`config.mk`:
```
export PLATFORM = sky130hd
export DESIGN_NAME = stoch_sub_mat_ctrl
export DESIGN_NICKNAME = d
export VERILOG_FILES = /design/src/rtl/stoch_ctrl_pkg.sv /design/src/rtl/stoch_ones_counter.sv /design/src/rtl/stoch_sub_mat_ctrl.sv
export SDC_FILE = /design/constraint.sdc
export NUM_CORES = 1
export LEC_CHECK = 0
export BUFFER_PORTS_ARGS = -buffer_cell sky130_fd_sc_hd__buf_2
export CAP_MARGIN = 20
export CORE_AREA = 2 2 113 115
export CTS_BUF_LIST = sky130_fd_sc_hd__clkbuf_8
export DETAILED_ROUTE_END_ITERATION = 10
export DIE_AREA = 0 0 115 117
export HOLD_SLACK_MARGIN = 0.02
export PLACE_DENSITY = 0.65
export SYNTH_ARGS = -nofsm -noshare
export SYNTH_HDL_FRONTEND = slang
export SYNTH_SLANG_ARGS = --single-unit
export TNS_END_PERCENT = 30
```
`constraint.sdc`:
```
create_clock -name CLK -period 2.68 [get_ports CLK]
set_clock_uncertainty 0.15 [all_clocks]
set_input_delay 0.134 -clock CLK [delete_from_list [all_inputs] [get_ports CLK]]
set_output_delay 0.134 -clock CLK [all_outputs]
set_load 0.02 [all_outputs]
```
`src/rtl/stoch_ctrl_pkg.sv`:
```
// Shared definitions for the stochastic subtractor-matrix controller.
package stoch_ctrl_pkg;

  localparam int unsigned DefCntW = 16;

  typedef enum logic [1:0] {
    StIdle,
    StFlush,
    StRun,
    StDone
  } ctrl_state_e;

endpackage

```
`src/rtl/stoch_ones_counter.sv`:
```
// Counts the cycles in which bit_in is 1 while enabled; clr restarts from zero.
module stoch_ones_counter #(
  parameter int unsigned CNT_W = 16
) (
  input  logic             CLK,
  input  logic             RST,
  input  logic             clr,
  input  logic             en,
  input  logic             bit_in,
  output logic [CNT_W-1:0] count
);

  always_ff @(posedge CLK) begin
    if (RST || clr) begin
      count <= '0;
    end else if (en && bit_in) begin
      count <= count + CNT_W'(1);
    end
  end

endmodule

```
`src/rtl/stoch_sub_mat_ctrl.sv`:
```
// Sequences flush/run/done of an external stochastic subtractor matrix and
// accumulates per-element ones counts of its output bitstreams.
module stoch_sub_mat_ctrl
  import stoch_ctrl_pkg::*;
#(
  parameter int unsigned NUM_ROWS = 2,
  parameter int unsigned NUM_COLS = 2,
  parameter int unsigned CNT_W    = DefCntW
) (
  input  logic                               CLK,
  input  logic                               RST,
  input  logic                               start,
  input  logic                               abort,
  input  logic [CNT_W-1:0]                   len,
  input  logic [NUM_ROWS*NUM_COLS-1:0]       Y,
  output logic                               sub_nrst,
  output logic                               sample_en,
  output logic                               busy,
  output logic                               done,
  output logic [NUM_ROWS*NUM_COLS*CNT_W-1:0] counts
);

  localparam int unsigned NumElem = NUM_ROWS * NUM_COLS;

  ctrl_state_e      state_q;
  logic [CNT_W-1:0] rem_q;
  logic             cnt_clr;
  logic             cnt_en;

  // Counters restart on an accepted start and on an abort of an active run.
  assign cnt_clr = ((state_q == StIdle) && start) ||
                   (((state_q == StFlush) || (state_q == StRun)) && abort);
  assign cnt_en  = (state_q == StRun) && !abort;

  always_ff @(posedge CLK) begin
    if (RST) begin
      state_q   <= StIdle;
      rem_q     <= '0;
      sub_nrst  <= 1'b0;
      sample_en <= 1'b0;
      busy      <= 1'b0;
      done      <= 1'b0;
    end else begin
      done <= 1'b0;
      unique case (state_q)
        StIdle: begin
          if (start) begin
            state_q   <= StFlush;
            rem_q     <= len;
            sub_nrst  <= 1'b0;
            sample_en <= 1'b0;
            busy      <= 1'b1;
          end else begin
            sub_nrst  <= 1'b1;
            sample_en <= 1'b0;
            busy      <= 1'b0;
          end
        end
        StFlush: begin
          if (abort) begin
            state_q   <= StIdle;
            rem_q     <= '0;
            sub_nrst  <= 1'b1;
            sample_en <= 1'b0;
            busy      <= 1'b0;
          end else if (rem_q == '0) begin
            state_q   <= StDone;
            sub_nrst  <= 1'b1;
            sample_en <= 1'b0;
            busy      <= 1'b0;
            done      <= 1'b1;
          end else begin
            state_q   <= StRun;
            sub_nrst  <= 1'b1;
            sample_en <= 1'b1;
            busy      <= 1'b1;
          end
        end
        StRun: begin
          if (abort) begin
            state_q   <= StIdle;
            rem_q     <= '0;
            sample_en <= 1'b0;
            busy      <= 1'b0;
          end else if (rem_q == CNT_W'(1)) begin
            state_q   <= StDone;
            rem_q     <= '0;
            sample_en <= 1'b0;
            busy      <= 1'b0;
            done      <= 1'b1;
          end else begin
            rem_q <= rem_q - CNT_W'(1);
          end
        end
        StDone: begin
          state_q <= StIdle;
        end
      endcase
    end
  end

  for (genvar k = 0; k < NumElem; k++) begin : g_cnt
    stoch_ones_counter #(
      .CNT_W(CNT_W)
    ) u_cnt (
      .CLK   (CLK),
      .RST   (RST),
      .clr   (cnt_clr),
      .en    (cnt_en),
      .bit_in(Y[k]),
      .count (counts[k*CNT_W +: CNT_W])
    );
  end

endmodule

```
; ---- After elaboration in Yosys (flattened, before gate mapping)
; Cells that the tools add are included.
; Widths: inputs -> output; s select.
[totals]
regBits = 86
in_bits = 24
out_inout_bits = 68
wordCells = 65
[op_classes]
add_sub_neg = 5
eq_ne = 7
mux = 25
reduce_logical = 18
[ops]
columns = op, n
row1 = $add 16x1->16 const B, 4
row2 = $mux 16, 4
row3 = $pmux 16 s3, 1
row4 = $eq 16x1->1 const B, 1
row5 = $logic_not 16->1, 1
row6 = $sub 16x1->16 const B, 1
row7 = $mux 1, 11
row8 = $mux 2, 4
row9 = $pmux 2 s4, 1
row10 = $logic_and 1x1->1, 7
row11 = $pmux 1 s3, 2
row12 = $eq 2x2->1 const B, 2
row13 = $ne 2x2->1 const B, 2
row14 = $pmux 1 s2, 2
row15 = $reduce_and 2->1, 2
row16 = $logic_or 1x1->1, 3
row17 = $ne 3x2->1 const B, 1
row18 = $reduce_and 3->1, 1
row19 = $reduce_bool 3->1, 1
row20 = $eq 2x1->1 const B, 1
row21 = $logic_not 2->1, 1
row22 = $reduce_bool 2->1, 1
row23 = $logic_not 1->1, 1

; ---- Depth between registers and ports, before layout
[logic_depth]
depth_word = 5
mapped_depth = 8
ltp_nobuf = 6

; ---- Cells and area by module
; A second synthesis with hierarchy kept.
[hier_totals]
hier_cells = 516
hier_area_um2 = 4404.2
[by_module_without_submodules]
columns = mod, instances, cells_per_inst, area_per_inst_um2, seq_area_each_um2
row1 = stoch_ones_counter, 4, 82, 728.2, 320.3
row2 = stoch_sub_mat_ctrl, 1, 188, 1491.4, 440.4

; ---- Least setup slack after synthesis
; No wires, ideal clock.
[synth_timing]
path_type = reg2reg
startpoint = reg g_cnt[3].u_cnt.count[0]
endpoint = reg g_cnt[3].u_cnt.count[10]
setup_ns = 0.070
t_arrival_ns = 1.830
required_ns = 2.460
path_slack_ns = 0.630
path_stages_with_launch = 7
n_path_buf = 1
synth_period_minus_slack_ns = 2.050
cell_sequence = dfxtp_1 ha_1 and4b_1 buf_2 nand2_1 or4b_2 a21oi_1
[synth_via]
elab_chain_len = 1
[synth_rtl]
columns = item, line
row1 = from (decl), stoch_ones_counter.sv:10  ; output logic [CNT_W-1:0] count
row2 = from (signal assigned), stoch_ones_counter.sv:17  ; count <= count + CNT_W'(1);
row3 = $add 16x1->16, stoch_ones_counter.sv:17
; Every way passes these cells.
; A chain may end at the register's enable or synchronous reset.

; ---- Worst setup path after layout
[layout_timing]
startpoint = reg state_q[1]
endpoint = reg rem_q[0]
[layout_via]
elab_chain_len = 3
word_cells_on_any_way = 8
cone_classes = eq/ne: 4 / mux: 1 / reduce/logical: 3
[layout_rtl]
columns = item, line
row1 = from (decl), stoch_sub_mat_ctrl.sv:25  ; ctrl_state_e state_q;
row2 = from (signal assigned), stoch_sub_mat_ctrl.sv:37  ; state_q <= StIdle;
row3 = from (signal assigned), stoch_sub_mat_ctrl.sv:48  ; state_q <= StFlush;
row4 = from (signal assigned), stoch_sub_mat_ctrl.sv:61  ; state_q <= StIdle;
row5 = "$eq 2x1->1, or another cell as far along", stoch_sub_mat_ctrl.sv:45  ; unique case (state_q)
row6 = $ne 2x2->1 (no line) or $reduce_bool 3->1 (tied branches), -
row7 = $reduce_and 3->1 (no line), -
row8 = to (signal assigned), stoch_sub_mat_ctrl.sv:49  ; rem_q <= len;
row9 = to (signal assigned), stoch_sub_mat_ctrl.sv:92  ; rem_q <= rem_q - CNT_W'(1);
row10 = to (decl), stoch_sub_mat_ctrl.sv:26  ; logic [CNT_W-1:0] rem_q;
; Several ways; a longest one is shown, not always the timed one.

==> reports/results.txt <==
vias per cell: 5.67
Starting DRT DRC Count: 327
cell depth of the worst flop-to-flop path: 7
critical path's slowest cell: dlygate4sd3_1
complex-gate fraction of the synthesized area: 0.163
nets@finish: 681
Final Cycle Share: 0.945
mean area per synthesized cell: 8.47 µm²
clock net sink count: 86
Yosys reg bits: 86
CP arrival: 2700 ps
final wirelength: 12300 µm
PortBufs: 91
global-route wire length before repair: 20300 µm
I/O pin count: 92
Most used DFF post-synth: dfxtp_1
vias in the first global route: 4199
LEAKAGE: 2.22 nW
Starting Density: 0.368
max-cap violations: 0
critical path peak fanout: 10
xor and xnor area share after synthesis: 0.0638
slowest stage delay, CP: 580 ps
ANT nets after route: 0
CORE AREA: 12300 µm²
hpwl dp: 8750 µm
initial antenna violation count: 0
layout cells sized above 1: 0.216
Slew @ Worst Pin: 656 ps
leading post-synthesis cells by cell area: dfxtp_1, nor2_1, xor2_1, a21oi_1, nand3_1
hold depth: 4
min Tclk post-route: 2530 ps
Syn. warnings: 0
critical path type: flip-flop to flip-flop
multiplexer share of the synthesized area: 0.0177
CTS clock-pin slew for the worst setup and hold paths: 80 ps
Setup TNS: 0 ps
post-synthesis async set-or-reset flop share: 0
Worst Hold Class: primary input to flip-flop
vias after detailed routing: 4544
drt first pass iters: 5
VDD IR-drop max: 0.000243 V
Layout area overhead: 23.8%
grt ovf: 0
antenna cell count: 0
clock tree buffer depth: 2
run status: finished clean
Slew HR: 0.559
clock latency on the worst-skew pair: 370 ps
CP required: 2840 ps
drt wl/cell: 15.4 µm
fillcell total: 1243
RSZ-0062 raised after global routing: no
PwrDens: 509 nW/µm²
pin count of the biggest net entering global routing: 59
FP Rows: 41
Post-Syn Area: 4530 µm²
routability cong.: 0.924
final hold vios: 0
Die Wd: 115 µm
number of synthesized flops with an enable pin: 0
Tot GR Track Use: 0.187
largest family of logic cells by synthesized area: simple AND/OR/NAND/NOR gates
Syn Nets: 569
CTS Root Cell: clkbuf_8
post-synthesis adder-cell area fraction: 0.0276
CP cell instances: inv_1 > ha_1 > nor2b_2 > or3_4 > buf_4 > a221oi_1 > dlygate4sd3_1
CTS tree: built
dominant cell type by area after synthesis: dfxtp_1
Critical Path Start Type: flip-flop
register area share after synthesis: 0.380
TritonCTS Buffers: 9
CP top delay family: buffers and inverters
Cell variety after synth: 61
Syn Inst Count: 535
Crit. path cell count: 7
# H-tree levels: 3
Synth top area share: 0.380
fmax: 0.395 GHz
Synth Area in Simple Gates: 0.310
DRC: 0
DIE AREA: 13500 µm²
Core Util, Final: 0.455
element type at the critical path end: flip-flop
final setup fails: 0
Final Max Tran Viols: 0
Die H: 117 µm
Crit path buffers/inverters: 3
==> power breakdown <==
group	internal, mW	switching [mW]	leakage (nW)
sequential	1.31	0.0488	0.697
combinational	0.233	0.342	1.42
clock	0.428	0.489	0.106
==> timing repair <==
item	CTS	global route
hold buffers	19	0
buffers inserted	0	0
hold endpoints to repair	24	0
gates resized for setup	0	6
endpoints found under the setup margin	0	1
==> cell usage after synthesis, drive strengths merged (2+ instances only) <==
cell,number
a211oi,4
a21oi,34
a221oi,2
a22oi,2
a31oi,6
a32oi,6
and2,3
and3,11
and3b,2
and4,6
and4b,4
buf,10
clkbuf,18
dfxtp,86
ha,10
inv,15
mux2i,8
nand2,40
nand2b,8
nand3,32
nand3b,3
nand4,26
nor2,50
nor2b,7
nor3,11
nor3b,2
nor4,9
nor4b,3
o21ai,13
o2bb2ai,5
o31ai,14
o32ai,5
o41ai,4
or3,11
or4,15
xnor2,12
xor2,21
==> sequential cells by signal, indices dropped and copies added (netlist names) <==
register and count:
rem_q 16, state_q 2, done 1, sample_en 1, sub_nrst 1, g_cnt.u_cnt.count 64, busy 1
==> worst register-to-register path, cell delays in order (launching register included) <==
cell	delay, ps
dfxtp_2	360
inv_1	80
ha_1	230
nor2b_2	200
or3_4	410
buf_4	190
a221oi_1	290
dlygate4sd3_1	580
==> logic make-up (layout without fill, tap and decap cells) <==
family          count (synthesis)  in the layout
fa+ha+maj                      10             10
xor+xnor                       33             33
flops                          86             86
mux                             8              8
buf+inv                        43            160
compound gates                108            108
simple gates                  247            247
==> routing by layer <==
metal	GRT usage	share of wire	vias up
li1	-	-	2217
met1	0.237	0.45	2156
met2	0.308	0.48	152
met3	0.0515	0.064	19
met4	0.0610	0.014	0
met5	0	0	-
==> area by class of cell <==
type	instances	area, µm²	area share
clock inverters	7	65.1	0.0116
inverters	15	56.3	0.0100
repair buffers	129	801	0.143
clock buffers	9	124	0.0221
well taps	150	188	0.0335
multi-input cells	406	2650	0.473
flip-flops and latches	86	1720	0.307
==> final timing paths <==
| path | endpoint | from | slack, ps |
|---|---|---|---|
| worst min-delay path | rem_q[1] | len[1] | 60 |
| worst max register to register | rem_q[0] | state_q[1] | 150 |
| worst max-delay path | rem_q[0] | state_q[1] | 150 |
| worst min register to register | g_cnt[3].u_cnt.count[15] | g_cnt[3].u_cnt.count[15] | 320 |
==> per-stage QoR <==
stage | cell area (µm²) | std cells | setup WS [ps] | hold WS (ps) | total power, mW
after global placement | 5190 | 766 | 477 | 252 | 1.91
after floorplan | 4530 | 535 | 630 | 144 | 1.74
after detailed placement | 5190 | 766 | 386 | 262 | 1.92
after global routing | 5610 | 802 | 23.8 | 29.9 | 3.00
after CTS | 5570 | 801 | 66.1 | 25.5 | 2.86
final | 5610 | 802 | 148 | 55.1 | 2.85
==> layout by cell type, fill, tap and decap left out, drive strengths merged, types with 19 or more instances in the layout <==
cell	n
dfxtp	86
xor2	21
buf	110
nor2	50
dlygate4sd3	19
nand3	32
nand2	40
a21oi	34
nand4	26
inv	19
(Power assumes the default switching activity.)
